--- config.mk ---
export PLATFORM = sky130hd
export DESIGN_NAME = mem_arbiter_flat
export DESIGN_NICKNAME = d
export VERILOG_FILES = /design/src/rtl/mem_arb_pkg.sv /design/src/rtl/mem_arb_if.sv /design/src/rtl/mem_arb_sel.sv /design/src/rtl/mem_arbiter.sv /design/src/flat_wrapper.sv
export SDC_FILE = /design/constraint.sdc
export NUM_CORES = 1
export LEC_CHECK = 0
export ABC_AREA = 1
export CORE_AREA = 10 10 277 279
export CTS_CLUSTER_SIZE = 25
export DETAILED_ROUTE_END_ITERATION = 7
export DIE_AREA = 0 0 287 289
export GPL_TIMING_DRIVEN = 0
export PLACE_DENSITY_LB_ADDON = 0.12
export RECOVER_POWER = 50
export SLEW_MARGIN = 30
export SYNTH_ARGS = -nofsm -noshare
export SYNTH_HDL_FRONTEND = slang
export SYNTH_SLANG_ARGS = --single-unit
export TNS_END_PERCENT = 10
--- constraint.sdc ---
create_clock -name clk -period 3.9 [get_ports clk]
set_input_delay 0.975 -clock clk [delete_from_list [all_inputs] [get_ports clk]]
set_output_delay 0.975 -clock clk [all_outputs]
set_load 0.05 [all_outputs]
--- src/rtl/mem_arb_pkg.sv ---
// Shared types and defaults for the I/D-cache memory arbiter.
// ARB_RR_EN (see mem_arbiter) selects round-robin instead of fixed D-first priority.
package mem_arb_pkg;

  localparam int ADDR_W_DEF = 28;
  localparam int DATA_W_DEF = 128;

  typedef enum logic [1:0] {
    IDLE    = 2'd0,
    GRANT_I = 2'd1,
    GRANT_D = 2'd2
  } arb_state_e;

  // One-hot grant vector bit positions.
  localparam int GNT_I = 0;
  localparam int GNT_D = 1;

  // Last-grant flag encoding: the requester that was served most recently.
  localparam logic LAST_I = 1'b0;
  localparam logic LAST_D = 1'b1;

endpackage

--- src/rtl/mem_arb_if.sv ---
// Bundle of I-cache, D-cache and memory-side signals around the arbiter.
// master = arbiter view, slave = environment (caches + memory) view.
interface mem_arb_if
  import mem_arb_pkg::*;
#(
  parameter int ADDR_W = ADDR_W_DEF,
  parameter int DATA_W = DATA_W_DEF
);

  logic              i_mem_read;
  logic [ADDR_W-1:0] i_mem_addr;
  logic [DATA_W-1:0] i_mem_rdata;
  logic              i_mem_ready;

  logic              d_mem_read;
  logic              d_mem_write;
  logic [ADDR_W-1:0] d_mem_addr;
  logic [DATA_W-1:0] d_mem_wdata;
  logic [DATA_W-1:0] d_mem_rdata;
  logic              d_mem_ready;

  logic              mem_read;
  logic              mem_write;
  logic [ADDR_W-1:0] mem_addr;
  logic [DATA_W-1:0] mem_wdata;
  logic [DATA_W-1:0] mem_rdata;
  logic              mem_ready;

  modport master (
    input  i_mem_read, i_mem_addr,
    input  d_mem_read, d_mem_write, d_mem_addr, d_mem_wdata,
    input  mem_rdata, mem_ready,
    output i_mem_rdata, i_mem_ready,
    output d_mem_rdata, d_mem_ready,
    output mem_read, mem_write, mem_addr, mem_wdata
  );

  modport slave (
    output i_mem_read, i_mem_addr,
    output d_mem_read, d_mem_write, d_mem_addr, d_mem_wdata,
    output mem_rdata, mem_ready,
    input  i_mem_rdata, i_mem_ready,
    input  d_mem_rdata, d_mem_ready,
    input  mem_read, mem_write, mem_addr, mem_wdata
  );

endinterface

--- src/rtl/mem_arb_sel.sv ---
// Two-way grant selector: lone requester wins; on a tie the requester
// that was not served last wins (last_grant tied to LAST_I gives D-first).
module mem_arb_sel
  import mem_arb_pkg::*;
(
  input  logic       i_req,
  input  logic       d_req,
  input  logic       last_grant,
  output logic [1:0] grant
);

  always_comb begin
    grant = 2'b00;
    if (i_req && d_req) begin
      if (last_grant == LAST_D) begin
        grant[GNT_I] = 1'b1;
      end else begin
        grant[GNT_D] = 1'b1;
      end
    end else if (d_req) begin
      grant[GNT_D] = 1'b1;
    end else if (i_req) begin
      grant[GNT_I] = 1'b1;
    end
  end

endmodule

--- src/rtl/mem_arbiter.sv ---
// Single-outstanding memory arbiter between I-cache and D-cache line requests.
// Define ARB_RR_EN for round-robin arbitration; default build is fixed D-first.
//
// state   | meaning
// --------+-----------------------------------------------------------
// IDLE    | no transaction; requests sampled each cycle, mem_* held 0
// GRANT_I | I-cache line read issued; waiting for mem_ready
// GRANT_D | D-cache read or writeback issued; waiting for mem_ready
module mem_arbiter
  import mem_arb_pkg::*;
#(
  parameter int ADDR_W = ADDR_W_DEF,
  parameter int DATA_W = DATA_W_DEF
) (
  input logic       clk,
  input logic       proc_reset,
  mem_arb_if.master bus
);

  arb_state_e        state, state_nxt;
  logic              rd_q, rd_nxt;
  logic              wr_q, wr_nxt;
  logic [ADDR_W-1:0] addr_q, addr_nxt;
  logic [DATA_W-1:0] wdata_q, wdata_nxt;

  logic       i_req;
  logic       d_req;
  logic       last_grant;
  logic [1:0] grant;

  assign i_req = bus.i_mem_read;
  assign d_req = bus.d_mem_read | bus.d_mem_write;

`ifdef ARB_RR_EN
  logic last_q;

  // Reset value LAST_D hands the first tie to the I-cache.
  always_ff @(posedge clk or negedge proc_reset) begin
    if (!proc_reset) begin
      last_q <= LAST_D;
    end else if (state == IDLE && grant != 2'b00) begin
      last_q <= grant[GNT_D] ? LAST_D : LAST_I;
    end
  end

  assign last_grant = last_q;
`else
  assign last_grant = LAST_I;
`endif

  mem_arb_sel u_sel (
    .i_req      (i_req),
    .d_req      (d_req),
    .last_grant (last_grant),
    .grant      (grant)
  );

  always_comb begin
    state_nxt = state;
    rd_nxt    = rd_q;
    wr_nxt    = wr_q;
    addr_nxt  = addr_q;
    wdata_nxt = wdata_q;
    case (state)
      IDLE: begin
        rd_nxt    = 1'b0;
        wr_nxt    = 1'b0;
        addr_nxt  = '0;
        wdata_nxt = '0;
        if (grant[GNT_D]) begin
          state_nxt = GRANT_D;
          // Writeback takes precedence over a simultaneous line read.
          wr_nxt    = bus.d_mem_write;
          rd_nxt    = bus.d_mem_read & ~bus.d_mem_write;
          addr_nxt  = bus.d_mem_addr;
          wdata_nxt = bus.d_mem_wdata;
        end else if (grant[GNT_I]) begin
          state_nxt = GRANT_I;
          rd_nxt    = 1'b1;
          addr_nxt  = bus.i_mem_addr;
        end
      end
      GRANT_I, GRANT_D: begin
        if (bus.mem_ready) begin
          state_nxt = IDLE;
          rd_nxt    = 1'b0;
          wr_nxt    = 1'b0;
          addr_nxt  = '0;
          wdata_nxt = '0;
        end
      end
      default: begin
        state_nxt = IDLE;
        rd_nxt    = 1'b0;
        wr_nxt    = 1'b0;
        addr_nxt  = '0;
        wdata_nxt = '0;
      end
    endcase
  end

  always_ff @(posedge clk or negedge proc_reset) begin
    if (!proc_reset) begin
      state   <= IDLE;
      rd_q    <= 1'b0;
      wr_q    <= 1'b0;
      addr_q  <= '0;
      wdata_q <= '0;
    end else begin
      state   <= state_nxt;
      rd_q    <= rd_nxt;
      wr_q    <= wr_nxt;
      addr_q  <= addr_nxt;
      wdata_q <= wdata_nxt;
    end
  end

  assign bus.mem_read  = rd_q;
  assign bus.mem_write = wr_q;
  assign bus.mem_addr  = addr_q;
  assign bus.mem_wdata = wdata_q;

  // Ready is qualified by the current owner so a stray mem_ready in IDLE goes nowhere.
  assign bus.i_mem_ready = bus.mem_ready && (state == GRANT_I);
  assign bus.d_mem_ready = bus.mem_ready && (state == GRANT_D);
  assign bus.i_mem_rdata = bus.mem_rdata;
  assign bus.d_mem_rdata = bus.mem_rdata;

endmodule

--- src/flat_wrapper.sv ---
// flat-port wrapper written by rule: the top's interface ports become plain ports
module mem_arbiter_flat import mem_arb_pkg::*;
#(
  parameter int ADDR_W = ADDR_W_DEF,
  parameter int DATA_W = DATA_W_DEF
)
  (clk, proc_reset, bus_i_mem_read, bus_i_mem_addr, bus_d_mem_read, bus_d_mem_write, bus_d_mem_addr, bus_d_mem_wdata, bus_mem_rdata, bus_mem_ready, bus_i_mem_rdata, bus_i_mem_ready, bus_d_mem_rdata, bus_d_mem_ready, bus_mem_read, bus_mem_write, bus_mem_addr, bus_mem_wdata);
  mem_arb_if #(.ADDR_W(ADDR_W), .DATA_W(DATA_W)) bus_i ();
  input logic clk;
  input logic proc_reset;
  input wire logic [$bits(bus_i.i_mem_read)-1:0] bus_i_mem_read;
  input wire logic [$bits(bus_i.i_mem_addr)-1:0] bus_i_mem_addr;
  input wire logic [$bits(bus_i.d_mem_read)-1:0] bus_d_mem_read;
  input wire logic [$bits(bus_i.d_mem_write)-1:0] bus_d_mem_write;
  input wire logic [$bits(bus_i.d_mem_addr)-1:0] bus_d_mem_addr;
  input wire logic [$bits(bus_i.d_mem_wdata)-1:0] bus_d_mem_wdata;
  input wire logic [$bits(bus_i.mem_rdata)-1:0] bus_mem_rdata;
  input wire logic [$bits(bus_i.mem_ready)-1:0] bus_mem_ready;
  output wire logic [$bits(bus_i.i_mem_rdata)-1:0] bus_i_mem_rdata;
  output wire logic [$bits(bus_i.i_mem_ready)-1:0] bus_i_mem_ready;
  output wire logic [$bits(bus_i.d_mem_rdata)-1:0] bus_d_mem_rdata;
  output wire logic [$bits(bus_i.d_mem_ready)-1:0] bus_d_mem_ready;
  output wire logic [$bits(bus_i.mem_read)-1:0] bus_mem_read;
  output wire logic [$bits(bus_i.mem_write)-1:0] bus_mem_write;
  output wire logic [$bits(bus_i.mem_addr)-1:0] bus_mem_addr;
  output wire logic [$bits(bus_i.mem_wdata)-1:0] bus_mem_wdata;
  assign bus_i.i_mem_read = bus_i_mem_read;
  assign bus_i.i_mem_addr = bus_i_mem_addr;
  assign bus_i.d_mem_read = bus_d_mem_read;
  assign bus_i.d_mem_write = bus_d_mem_write;
  assign bus_i.d_mem_addr = bus_d_mem_addr;
  assign bus_i.d_mem_wdata = bus_d_mem_wdata;
  assign bus_i.mem_rdata = bus_mem_rdata;
  assign bus_i.mem_ready = bus_mem_ready;
  assign bus_i_mem_rdata = bus_i.i_mem_rdata;
  assign bus_i_mem_ready = bus_i.i_mem_ready;
  assign bus_d_mem_rdata = bus_i.d_mem_rdata;
  assign bus_d_mem_ready = bus_i.d_mem_ready;
  assign bus_mem_read = bus_i.mem_read;
  assign bus_mem_write = bus_i.mem_write;
  assign bus_mem_addr = bus_i.mem_addr;
  assign bus_mem_wdata = bus_i.mem_wdata;
  mem_arbiter #(.ADDR_W(ADDR_W), .DATA_W(DATA_W)) u_core (.clk(clk), .proc_reset(proc_reset), .bus(bus_i));
endmodule
Yosys cells after proc, flatten, opt, wreduce, memory -nomap -nowiden
Cells that the tools add are included.
Widths: inputs -> output; s select.
- flip-flop bits (word level): 160
- latch bits: 0
- memory bits (writable): 0
- memory bits (read-only): 0
- bits of input ports: 318
- word-level logic and storage cells: 39
- memories: 0
- add/subtract/negate cells: 0
- multiply operators: 0
- divide/modulo/power cells: 0
- order comparisons: 0
- eq/ne operators: 4
- shifts and indexed selects: 0
- muxes and demuxes: 21
- bitwise gates (word level): 3
- reductions and logical operators: 6
- operators by type and width (cell ; count):
    $mux 128 ; 2
    $pmux 128 s2 ; 1
    $mux 28 ; 3
    $pmux 28 s2 ; 1
    $mux 2 ; 4
    $mux 1 ; 7
    $pmux 1 s2 ; 2
    $pmux 2 s2 ; 1
    $logic_and 1x1->1 ; 3
    $ne 3x1->1 const B ; 1
    $eq 2x1->1 const B ; 1
    $eq 2x2->1 const B ; 1
    $logic_not 2->1 ; 1
    $ne 2x2->1 const B ; 1
    $reduce_and 2->1 ; 1
    $reduce_or 2->1 ; 1
    $and 1x1->1 ; 1
    $not 1->1 ; 1
    $or 1x1->1 ; 1

Depth between registers and ports, before layout
Gate-level depths: netlist of the first run.
- depth after elaboration: 6
- depth in mapped cells: 9
- mapped depth without buffers: 7

Hierarchy
A second synthesis of the first run with hierarchy kept.
- cell total of the unflattened synthesis: 1072
- area total of the unflattened synthesis: 8775.9 um^2
- modules (own cells, without submodules) (module ; instances ; cells each ; area each (um^2) ; seq. area each (um^2)):
    mem_arbiter ; 1 ; 1067 ; 8755.9 ; 4003.8
    mem_arb_sel ; 1 ; 5 ; 20.0 ; 0.0

Least setup slack after synthesis of the first run
OpenSTA, ideal clock, no wires.
- kind: input-to-output
- from: input port bus_mem_ready
- to: output port bus_i_mem_ready
- arrival: 1.315 ns
- data required time: 2.925 ns
- slack: 1.610 ns
- stages on the path: 2
- path buffers: 0
- cell sequence: nand2_1 inv_1
- cells in the longest elaborated chain, start to end: 1
- ends and longest elaborated chain (what ; RTL line ; text):
    start, declared ; flat_wrapper.sv:18 ; input wire logic [$bits(bus_i.mem_ready)-1:0] bus_mem_ready;
    $logic_and 1x1->1 ; mem_arbiter.sv:124 ; assign bus.i_mem_ready = bus.mem_ready && (state == GRANT_I);
    end, declared ; flat_wrapper.sv:20 ; output wire logic [$bits(bus_i.i_mem_ready)-1:0] bus_i_mem_ready;
No other way between the ends.

Worst setup path in the final report of the first run
- from: input port bus_mem_ready
- to: output port bus_d_mem_ready
- cells in the longest elaborated chain, start to end: 1
- ends and longest elaborated chain (what ; RTL line ; text):
    $logic_and 1x1->1 ; mem_arbiter.sv:125 ; assign bus.d_mem_ready = bus.mem_ready && (state == GRANT_D);
    end, declared ; flat_wrapper.sv:22 ; output wire logic [$bits(bus_i.d_mem_ready)-1:0] bus_d_mem_ready;
No other way between the ends.

==> metrics, run 1 <==
outcome complete, but fails checks; failing checks capacitance limit, slew limit; most frequent cells in the layout clkdlybuf4s50_1, nand2_1, buf_4, dfrtp_1, dlygate4sd3_1; Die X 287 um; Vias about 8.4k; combinational power share between 60% and 70%; Syn Inst Count ~1.0k; worst hold slack ~0.47 ns; Post CTS Setup Buffer Count 0; YS warnings 0; RD Place Congestion 0.739; Worst slew margin -89.6%; hold crit path type reg2reg; IO Port Bufs 604; clock transition at the registers of the reported paths 0.06 ns; Nets around 2k; Core Area between 0.07 and 0.08 mm^2; Setup TNS 0 ns; Placed Area 0.0158 mm^2; drt first pass iters 6; Starting DRT DRC Count 219; Num CTS Buffers 17; Final Setup Violations 0; post-route cell area approximately 0.016 mm^2; P_int between 0.005 and 0.006 W; Peak supply drop 0.000345 V; CP Launch Type input pin; post-synthesis register bit count between 150 and 200; vias in the first global route around 9k; PwrDens approximately 750 mW/mm^2; worst-path cell chain dlygate4sd3_1 -> nand2_1 -> inv_1 -> clkdlybuf4s50_1; Pins Over Slew Limit 52; RSZ-0062 raised after global routing false; Layout area overhead 92.2%; CTS sink cnt 160; wire per inst about 18 um; hold_buf cts 0; commonest non-fill, non-tap cell in the layout clkdlybuf4s50_1; Starting Density approximately an eighth; Synth Net Count approximately 1.4k; Clock Skews around 0.0095 ns; CP required ~2.9 ns; Ports around 730; Crit. End Element primary output; post-CTS sizing 0; Die Area just over 0.08 mm^2; NetSw 0.00652 W; clock power share between 10% and 20%; vias per cell 3.20; syn avg cell area 8.16 um^2; fin crit share about 89%; largest net degree at the start of global routing roughly 70; num rows 98; Yosys top cell by area dfrtp_1; Worst path top cell family by delay buffers and inverters; top-area cell type share of the netlist area 47.1%; Seq/Total Area, Yosys approximately 47%; sequential share of power 23.3%; first-pass GRT wire length 66.1 mm; Post-DRT Antenna Nets 0; clock buffer depth 2; Crit Path Max Fanout 3; TritonCTS clock tree yes; CP max stage cell clkdlybuf4s50_1; Synth cell types 16; Area contributors post-synth dfrtp_1, nand2_1, buf_4; Sw Share between 50% and 60%; htree depth 4; Final min period 3.47 ns; Hold Violations, Final 0; Netlist Area Pre-Place approximately 0.0085 mm^2; P_leak approximately 7.9 nW; clk root buf clkbuf_16; Bufs and invs on worst path 3; layout cell share with drive strength beyond 1 18.2%; critical path class in2out; Congestion Overflow GR 0; MaxCap Viol Count 1; initial antenna violation count 11; drt total wl 48.2 mm; Overall Power between 0.01 and 0.015 W; FMAX between 200 and 300 MHz; worst slew pin tran 2.84 ns; DRC Markers 0; clock latency on the worst-skew pair roughly 0.48 ns; Critical Path AT ~2.5 ns; GRT Util Overall roughly 11%; DP Wirelength just over 40 mm; max incr delay on CP about 0.83 ns; Die Y 289 um
[layer usage]
| metal | global-route usage [%] | part of all wire, % | routed length (um) | vias up |
|---|---|---|---|---|
| met5 | 0 | 0.20 | 95 | - |
| li1 | - | - | - | 4147 |
| met2 | 19.7 | 52 | 24900 | 379 |
| met3 | 6.30 | 12 | 5800 | 43 |
| met4 | 2.89 | 1.3 | 637 | 16 |
| met1 | 10.7 | 35 | 16800 | 3853 |
[final timing paths]
path	startpoint	end	slack [ns]	cells after the start
max	bus_mem_ready	bus_d_mem_ready	0.43	4
min	u_core.bus.mem_wdata[79]$_DFFE_PN0P_	u_core.bus.mem_wdata[79]$_DFFE_PN0P_	0.47	2
max reg2reg	u_core.state[1]$_DFFE_PN0P_	u_core.bus.mem_wdata[45]$_DFFE_PN0P_	1.22	8
min reg2reg	u_core.bus.mem_wdata[79]$_DFFE_PN0P_	u_core.bus.mem_wdata[79]$_DFFE_PN0P_	0.47	2
max in group asynchronous	proc_reset	u_core.bus.mem_wdata[21]$_DFFE_PN0P_	0.80	1
min in group asynchronous	proc_reset	u_core.bus.mem_addr[10]$_DFFE_PN0P_	1.43	1
[per-stage QoR]
stage / worst slack (ns) / cells / util, %
detailed placement: 0.475 / 2598 / 22.2
global route: 0.273 / 2631 / 23.0
global placement: -6.24 / 2596 / 22.1
finish: 0.427 / 2635 / 23.0
floorplan: 1.61 / 1042 / -
CTS: 0.469 / 2630 / 23.0
[final cells by class]
class / instances / area, um^2
Antenna cell: 5 / 12.5
Buffer: 297 / 2180
Clock buffer: 23 / 448
Clock inverter: 9 / 134
Fill cell: 7863 / 54800
Inverter: 11 / 41.3
Multi-Input combinational cell: 574 / 2240
Sequential cell: 160 / 4000
Tap cell: 950 / 1190
Timing Repair Buffer: 606 / 6100
[power by group through the flow]
stage	sequential, W	clock, W	combinational (W)
floorplan	0.00556	0	0.00202
global placement	0.00287	0	0.00793
detailed placement	0.00289	0	0.00792
CTS	0.00288	0.00192	0.00793
global route	0.00296	0.00198	0.00808
finish	0.00285	0.00179	0.00758
[tightest hold or removal path: cells and delay by family, from the launching register on]
family / cells / cell delay, ns
flip-flops: 1 / 0.33
AND/OR/NAND/NOR: 2 / 0.11
[synth_stat cells (all sizes together)]
library cell and instances:
nand2 537, o21ai 3, clkbuf 6, dfrtp 160
inv 11, buf 291, ha 3, nor2 2
nand3 29
[sequential cells by signal, indices dropped and copies added (netlist names)]
name	flops
u_core.bus.mem_addr	28
u_core.state	2
u_core.bus.mem_read	1
u_core.bus.mem_wdata	128
u_core.bus.mem_write	1
[cells by family (layout without fill, tap and decap cells)]
logic type,Yosys count,after routing,synth area share (%)
fa+ha+maj,3,3,0.441
simple gates,568,568,25.9
other cells,0,5,0
buf+inv,308,946,26.4
compound gates,3,3,0.176
flops,160,160,47.1
(Power assumes the default switching activity.)
==> run 2: changes to the inputs <==
Settings changed: CORE_AREA 10 10 277 279 to 10 10 276 278, DIE_AREA 0 0 287 289 to 0 0 286 288, DONT_BUFFER_PORTS from default to 1.
==> run 2 against run 1 <==
Effect of this change:
- the flow now finishes without violations
- die area fell by 0.69%
- core utilization shrank 9.3 points
- sequential cell count unchanged
- non-clock buffer count fell by 606
- total power shrank 16%
- register-to-register slack better by 0.19 ns
- combinational power down 67%
- setup slack improved by 0.95 ns
- sequential power is 110% higher
- count of clock-buffer cells in the layout decreased by 2
- critical endpoint unchanged
- largest power group is now sequential cells
==> metrics, run 2 (synthesis results as in run 1) <==
P_int a little over 0.004 W; NetSw approximately 0.0062 W; Critical R2R Launch u_core.state[0]$_DFFE_PN0P_; largest net degree at the start of global routing ~160; Worst slew margin between 40% and 50%; CP Launch Type flip-flop; Sw Share approximately three fifths; Final Setup Violations 0; hold crit path type in2async; Die Y 288 um; Vias roughly 6.2k; drt first pass iters 4; Clock Skews between 0.004 and 0.005 ns; vias per cell 3.08; Die Area 0.0824 mm^2; drt total wl 40.3 mm; Reg area about 0.004 mm^2; Pins Over Slew Limit 0; Final WS setup roughly 1.4 ns; Layout area overhead 14.0%; area of the multi-input gates roughly 0.0022 mm^2; IO Port Bufs 0; Core Area a little over 0.07 mm^2; first-pass GRT wire length ~54 mm; clock latency on the worst-skew pair 0.47 ns; most frequent cells in the layout nand2_1, clkbuf_1, dfrtp_1, buf_4, nand3_1; critical path class reg2out; num rows roughly 100; Num CTS Buffers 17; worst hold slack around 0.19 ns; post-CTS sizing 0; Setup crit start u_core.state[0]$_DFFE_PN0P_; Setup TNS 0 ns; CP required 2.92 ns; Peak supply drop between 0.0003 and 0.0004 V; terminus of the critical flop-to-flop path u_core.bus.mem_wdata[124]$_DFFE_PN0P_; Overall Power a little over 0.01 W; commonest non-fill, non-tap cell in the layout nand2_1; Starting Density 12.0%; clk root buf clkbuf_16; Final min period roughly 2.5 ns; Congestion Overflow GR 0; GRT Util Overall under 10%; worst-path cell chain inv_1 -> ha_1 -> nand2_1 -> inv_1; FMAX about 400 MHz; MaxCap Viol Count 0; reg-to-reg slack, setup around 1.4 ns; Setup crit end bus_d_mem_ready; PwrDens between 1000 and 1500 mW/mm^2; Post CTS Setup Buffer Count 0; sequential share of power 57.8%; htree depth 4; Crit Path Max Fanout 3; clock buffer depth 2; CP max stage cell dfrtp_1; layout cell share with drive strength beyond 1 between 10% and 20%; CTS sink cnt 160; max incr delay on CP about 0.40 ns; pre-CTS WS 1.48 ns; initial antenna violation count 1; fin crit share 64.8%; post-route cell area 0.00970 mm^2; Starting DRT DRC Count about 210; DRC Markers 0; most used cell, CP inv_1; clock transition at the registers of the reported paths 0.07 ns; FILL cells between 8k and 9k; max reg flops between 100 and 150; hold_buf cts 0; outcome finished, final reports clean; Die X around 290 um; P_leak around 4.9 nW; wire per inst roughly 20 um; RSZ-0062 raised after global routing false; Placed Area around 0.0097 mm^2; Ports between 700 and 800; TritonCTS clock tree yes; Post-DRT Antenna Nets 0; combinational power share between 20% and 30%; vias in the first global route approximately 7.0k; worst slew pin tran approximately 0.8 ns; DP Wirelength about 33 mm; Nets about 1.4k; RD Place Congestion 0.713; Crit. End Element primary output; R2R cell count 9; clock power share between 15 and 20%; Hold Violations, Final 0; Critical Path AT 1.55 ns
## run 2: cell count changes in the layout (fill, tap and decap cells not counted), sizes merged, moves of 4 or more
cell / before / now
buf: 276 / 139
clkdlybuf4s50: 553 / 0
diode: 5 / 1
dlygate4sd3: 50 / 0
clkbuf: 46 / 179
## run 2: metal layers
layer	global-route usage, %	part of all wire, %	vias to the layer above
li1	-	-	2924
met1	8.43	33	2919
met2	16.4	52	364
met3	6.05	14	31
met4	2.79	1.7	2
met5	0	0.032	-
## run 2: cell type report
class                   count  share of cell area, %
plain buffers             297                   16.9
inverters                  11                  0.426
well taps                 950                   12.3
diodes                      1                 0.0258
clock buffers              21                   4.64
clock inverters            10                   1.42
flip-flops and latches    160                   41.3
multi-input cells         574                   23.0
## run 2: metrics by stage
step / util [%] / cells
after floorplan: - / 1042
after global placement: 13.7 / 1992
after detailed placement: 13.7 / 1992
after CTS: 14.5 / 2023
after global routing: 13.7 / 2023
final: 13.7 / 2024
## run 2: power by group through the flow
stage / clock network (W) / logic (W) / registers [W]
after floorplan: 0 / 0.00202 / 0.00556
after global placement: 0 / 0.00276 / 0.00606
after detailed placement: 0 / 0.00277 / 0.00603
after CTS: 0.00193 / 0.00277 / 0.00600
after global routing: 0.00197 / 0.00287 / 0.00607
final: 0.00180 / 0.00252 / 0.00592
## run 2: how the worst min path moves through the flow
stage / endpoint / startpoint / cells past startpoint
finish: u_core.bus.mem_addr[15]$_DFFE_PN0P_ / proc_reset / 0
global route: u_core.bus.mem_addr[15]$_DFFE_PN0P_ / proc_reset / 0
CTS: u_core.bus.mem_addr[11]$_DFFE_PN0P_ / proc_reset / 0
detailed placement: u_core.state[1]$_DFFE_PN0P_ / u_core.state[1]$_DFFE_PN0P_ / 2
global placement: u_core.state[1]$_DFFE_PN0P_ / u_core.state[1]$_DFFE_PN0P_ / 2
floorplan: u_core.state[1]$_DFFE_PN0P_ / u_core.state[1]$_DFFE_PN0P_ / 2
## run 2: worst max-delay path: cells and delay by family, from the launching register on
kind / cells / cell delay (ns)
and+or+nand+nor: 1 / 0.06
DFF: 1 / 0.40
adders and majority gates: 1 / 0.17
buffers and inverters: 2 / 0.46
==> run 3: changes to the inputs <==
Clock period 3.9 ns to 2.5 ns, I/O delays scaled along.
==> run 3 against run 2 <==
Effect of this change:
- sequential cell count unchanged
- register-to-register slack got worse by 1.0 ns
- the run now ends with hold timing left
- non-clock buffer count unchanged
- clock skew barely moved
- total power up 56%
- largest cell class unchanged
- routed wire length hardly changed
- setup slack worse by 1.0 ns
- via count about the same
==> metrics, run 3 (synthesis results as in run 1) <==
most frequent cells in the layout nand2_1, clkbuf_1, dfrtp_1, buf_4, nand3_1; Final WS setup 0.324 ns; Ports around 730; CP Launch Type flip-flop; pre-CTS WS 0.342 ns; vias in the first global route 6,995; RD Place Congestion 0.713; initial antenna violation count 1; Setup TNS 0 ns; IO Port Bufs 0; htree depth 4; worst-path cell chain inv_1 -> ha_1 -> nand2_1 -> inv_1; Starting DRT DRC Count approximately 230; FMAX between 400 and 500 MHz; Crit. End Element primary output; Worst slew margin a little under three fifths; max incr delay on CP 0.40 ns; PwrDens 1680 mW/mm^2; clock buffer depth 2; Die Area ~0.082 mm^2; Sw Share between 60% and 70%; layout cell share with drive strength beyond 1 approximately 11%; Starting Density between 10% and 20%; MaxCap Viol Count 0; Nets 1,382; Final Setup Violations 0; P_leak approximately 4.7 nW; Placed Area about 0.0097 mm^2; DRC Markers 0; Die Y roughly 290 um; Reg area 0.00400 mm^2; Layout area overhead 11.7%; largest net degree at the start of global routing 161; dpl cells roughly 2.0k; Num CTS Buffers 17; CP required approximately 1.9 ns; Pins Over Slew Limit 0; worst hold slack -0.157 ns; clock latency on the worst-skew pair ~0.47 ns; NetSw roughly 0.0097 W; clk root buf clkbuf_16; Vias between 6k and 7k; RSZ-0062 raised after global routing false; Peak supply drop just under 0.0005 V; Clock Skews 0.00504 ns; outcome complete, but fails checks; critical path class reg2out; final non-filler cell total 2,024; first-pass GRT wire length 54.4 mm; wire per inst 19.9 um; Core Area roughly 0.071 mm^2; TritonCTS clock tree yes; drt total wl 40.3 mm; vias per cell approximately 3; most used cell, CP inv_1; failing checks hold timing; Setup crit start u_core.state[0]$_DFFE_PN0P_; num rows 98; sequential share of power 57.8%; clock power share between 10% and 20%; Hold Violations, Final 160; commonest non-fill, non-tap cell in the layout nand2_1; P_int ~0.0063 W; Crit Path Max Fanout 3; post-CTS sizing 0; max reg flops about 130; GRT Util Overall a little under a tenth; Critical R2R Launch u_core.state[0]$_DFFE_PN0P_; CTS sink cnt 160; clock transition at the registers of the reported paths 0.07 ns; fin crit share between 80% and 90%; post-route cell area between 0.009 and 0.01 mm^2; hold crit path type in2async; Die X 286 um; DP Wirelength 32.8 mm; worst slew pin tran 0.654 ns; area of the multi-input gates ~0.0022 mm^2; combinational power share roughly a quarter; Post-DRT Antenna Nets 0; CP max stage cell dfrtp_1; drt first pass iters 6; Critical Path AT 1.55 ns; Congestion Overflow GR 0; FILL cells 8,341; Final min period around 2.2 ns
run 3: cell count changes in the layout (fill, tap and decap cells not counted):
cell | before | now
buf_2 | 17 | 20
buf_4 | 108 | 50
clkbuf_1 | 161 | 216
inv_1 | 9 | 8
inv_2 | 2 | 3
nand2_1 | 536 | 535
nand2_4 | 0 | 1
nor2_1 | 1 | 0
nor2_4 | 1 | 2
run 3: layer usage:
layer | track usage, % | share of wire, % | wire length (um)
met4 | 2.79 | 1.6 | 628
met1 | 8.43 | 33 | 13200
met5 | 0 | 0.032 | 13
met3 | 6.05 | 13 | 5430
met2 | 16.4 | 52 | 21000
run 3: layout make-up:
class,instances,share of cell area [%]
antenna,1,0.0263
buffer,297,15.0
clock buffer,21,4.74
clock inverter,10,1.45
inverter,11,0.435
multi-input combinational,574,23.6
sequential,160,42.1
tap,950,12.5
run 3: stage by stage:
stage	utilization [%]	hold WS (ns)	power, W
final	13.4	-0.157	0.0160
after detailed placement	13.7	0.336	0.0137
after global routing	13.4	-0.214	0.0170
after global placement	13.7	0.342	0.0137
after floorplan	-	0.329	0.0118
after CTS	14.5	-0.229	0.0167
run 3: path summary, 6_finish.rpt:
path	endpoint	cells after the start	slack [ns]
hold / removal	u_core.bus.mem_addr[15]$_DFFE_PN0P_	0	-0.16
max in group asynchronous	u_core.bus.mem_wdata[80]$_DFFE_PN0P_	0	2.35
setup reg to reg	u_core.bus.mem_wdata[47]$_DFFE_PN0P_	8	0.39
setup / recovery	bus_d_mem_ready	4	0.32
hold reg to reg	u_core.state[1]$_DFFE_PN0P_	2	0.54
min in group clk	u_core.bus.mem_wdata[25]$_DFFE_PN0P_	2	0.26
run 3: repair_timing:
action / CTS / global route
setup buffers: 0 / 0
setup endpoints to repair: 0 / 0
endpoints found under the hold margin: 160 / 160
run 3: worst max-delay path: cells and delay by family, from the launching register on:
| kind | cells | cell delay (ns) |
|---|---|---|
| and+or+nand+nor | 1 | 0.06 |
| adders and majority gates | 1 | 0.17 |
| buffers and inverters | 2 | 0.46 |
| DFF | 1 | 0.40 |
run 3: power groups by stage:
stage          sequential (W)  combinational [W]  clock [W]
2_1_floorplan         0.00868            0.00316          0
3_3_place_gp          0.00945            0.00430          0
3_5_place_dp          0.00940            0.00432          0
4_1_cts               0.00936            0.00432    0.00302
5_1_grt               0.00947            0.00448    0.00307
6_report              0.00923            0.00393    0.00281
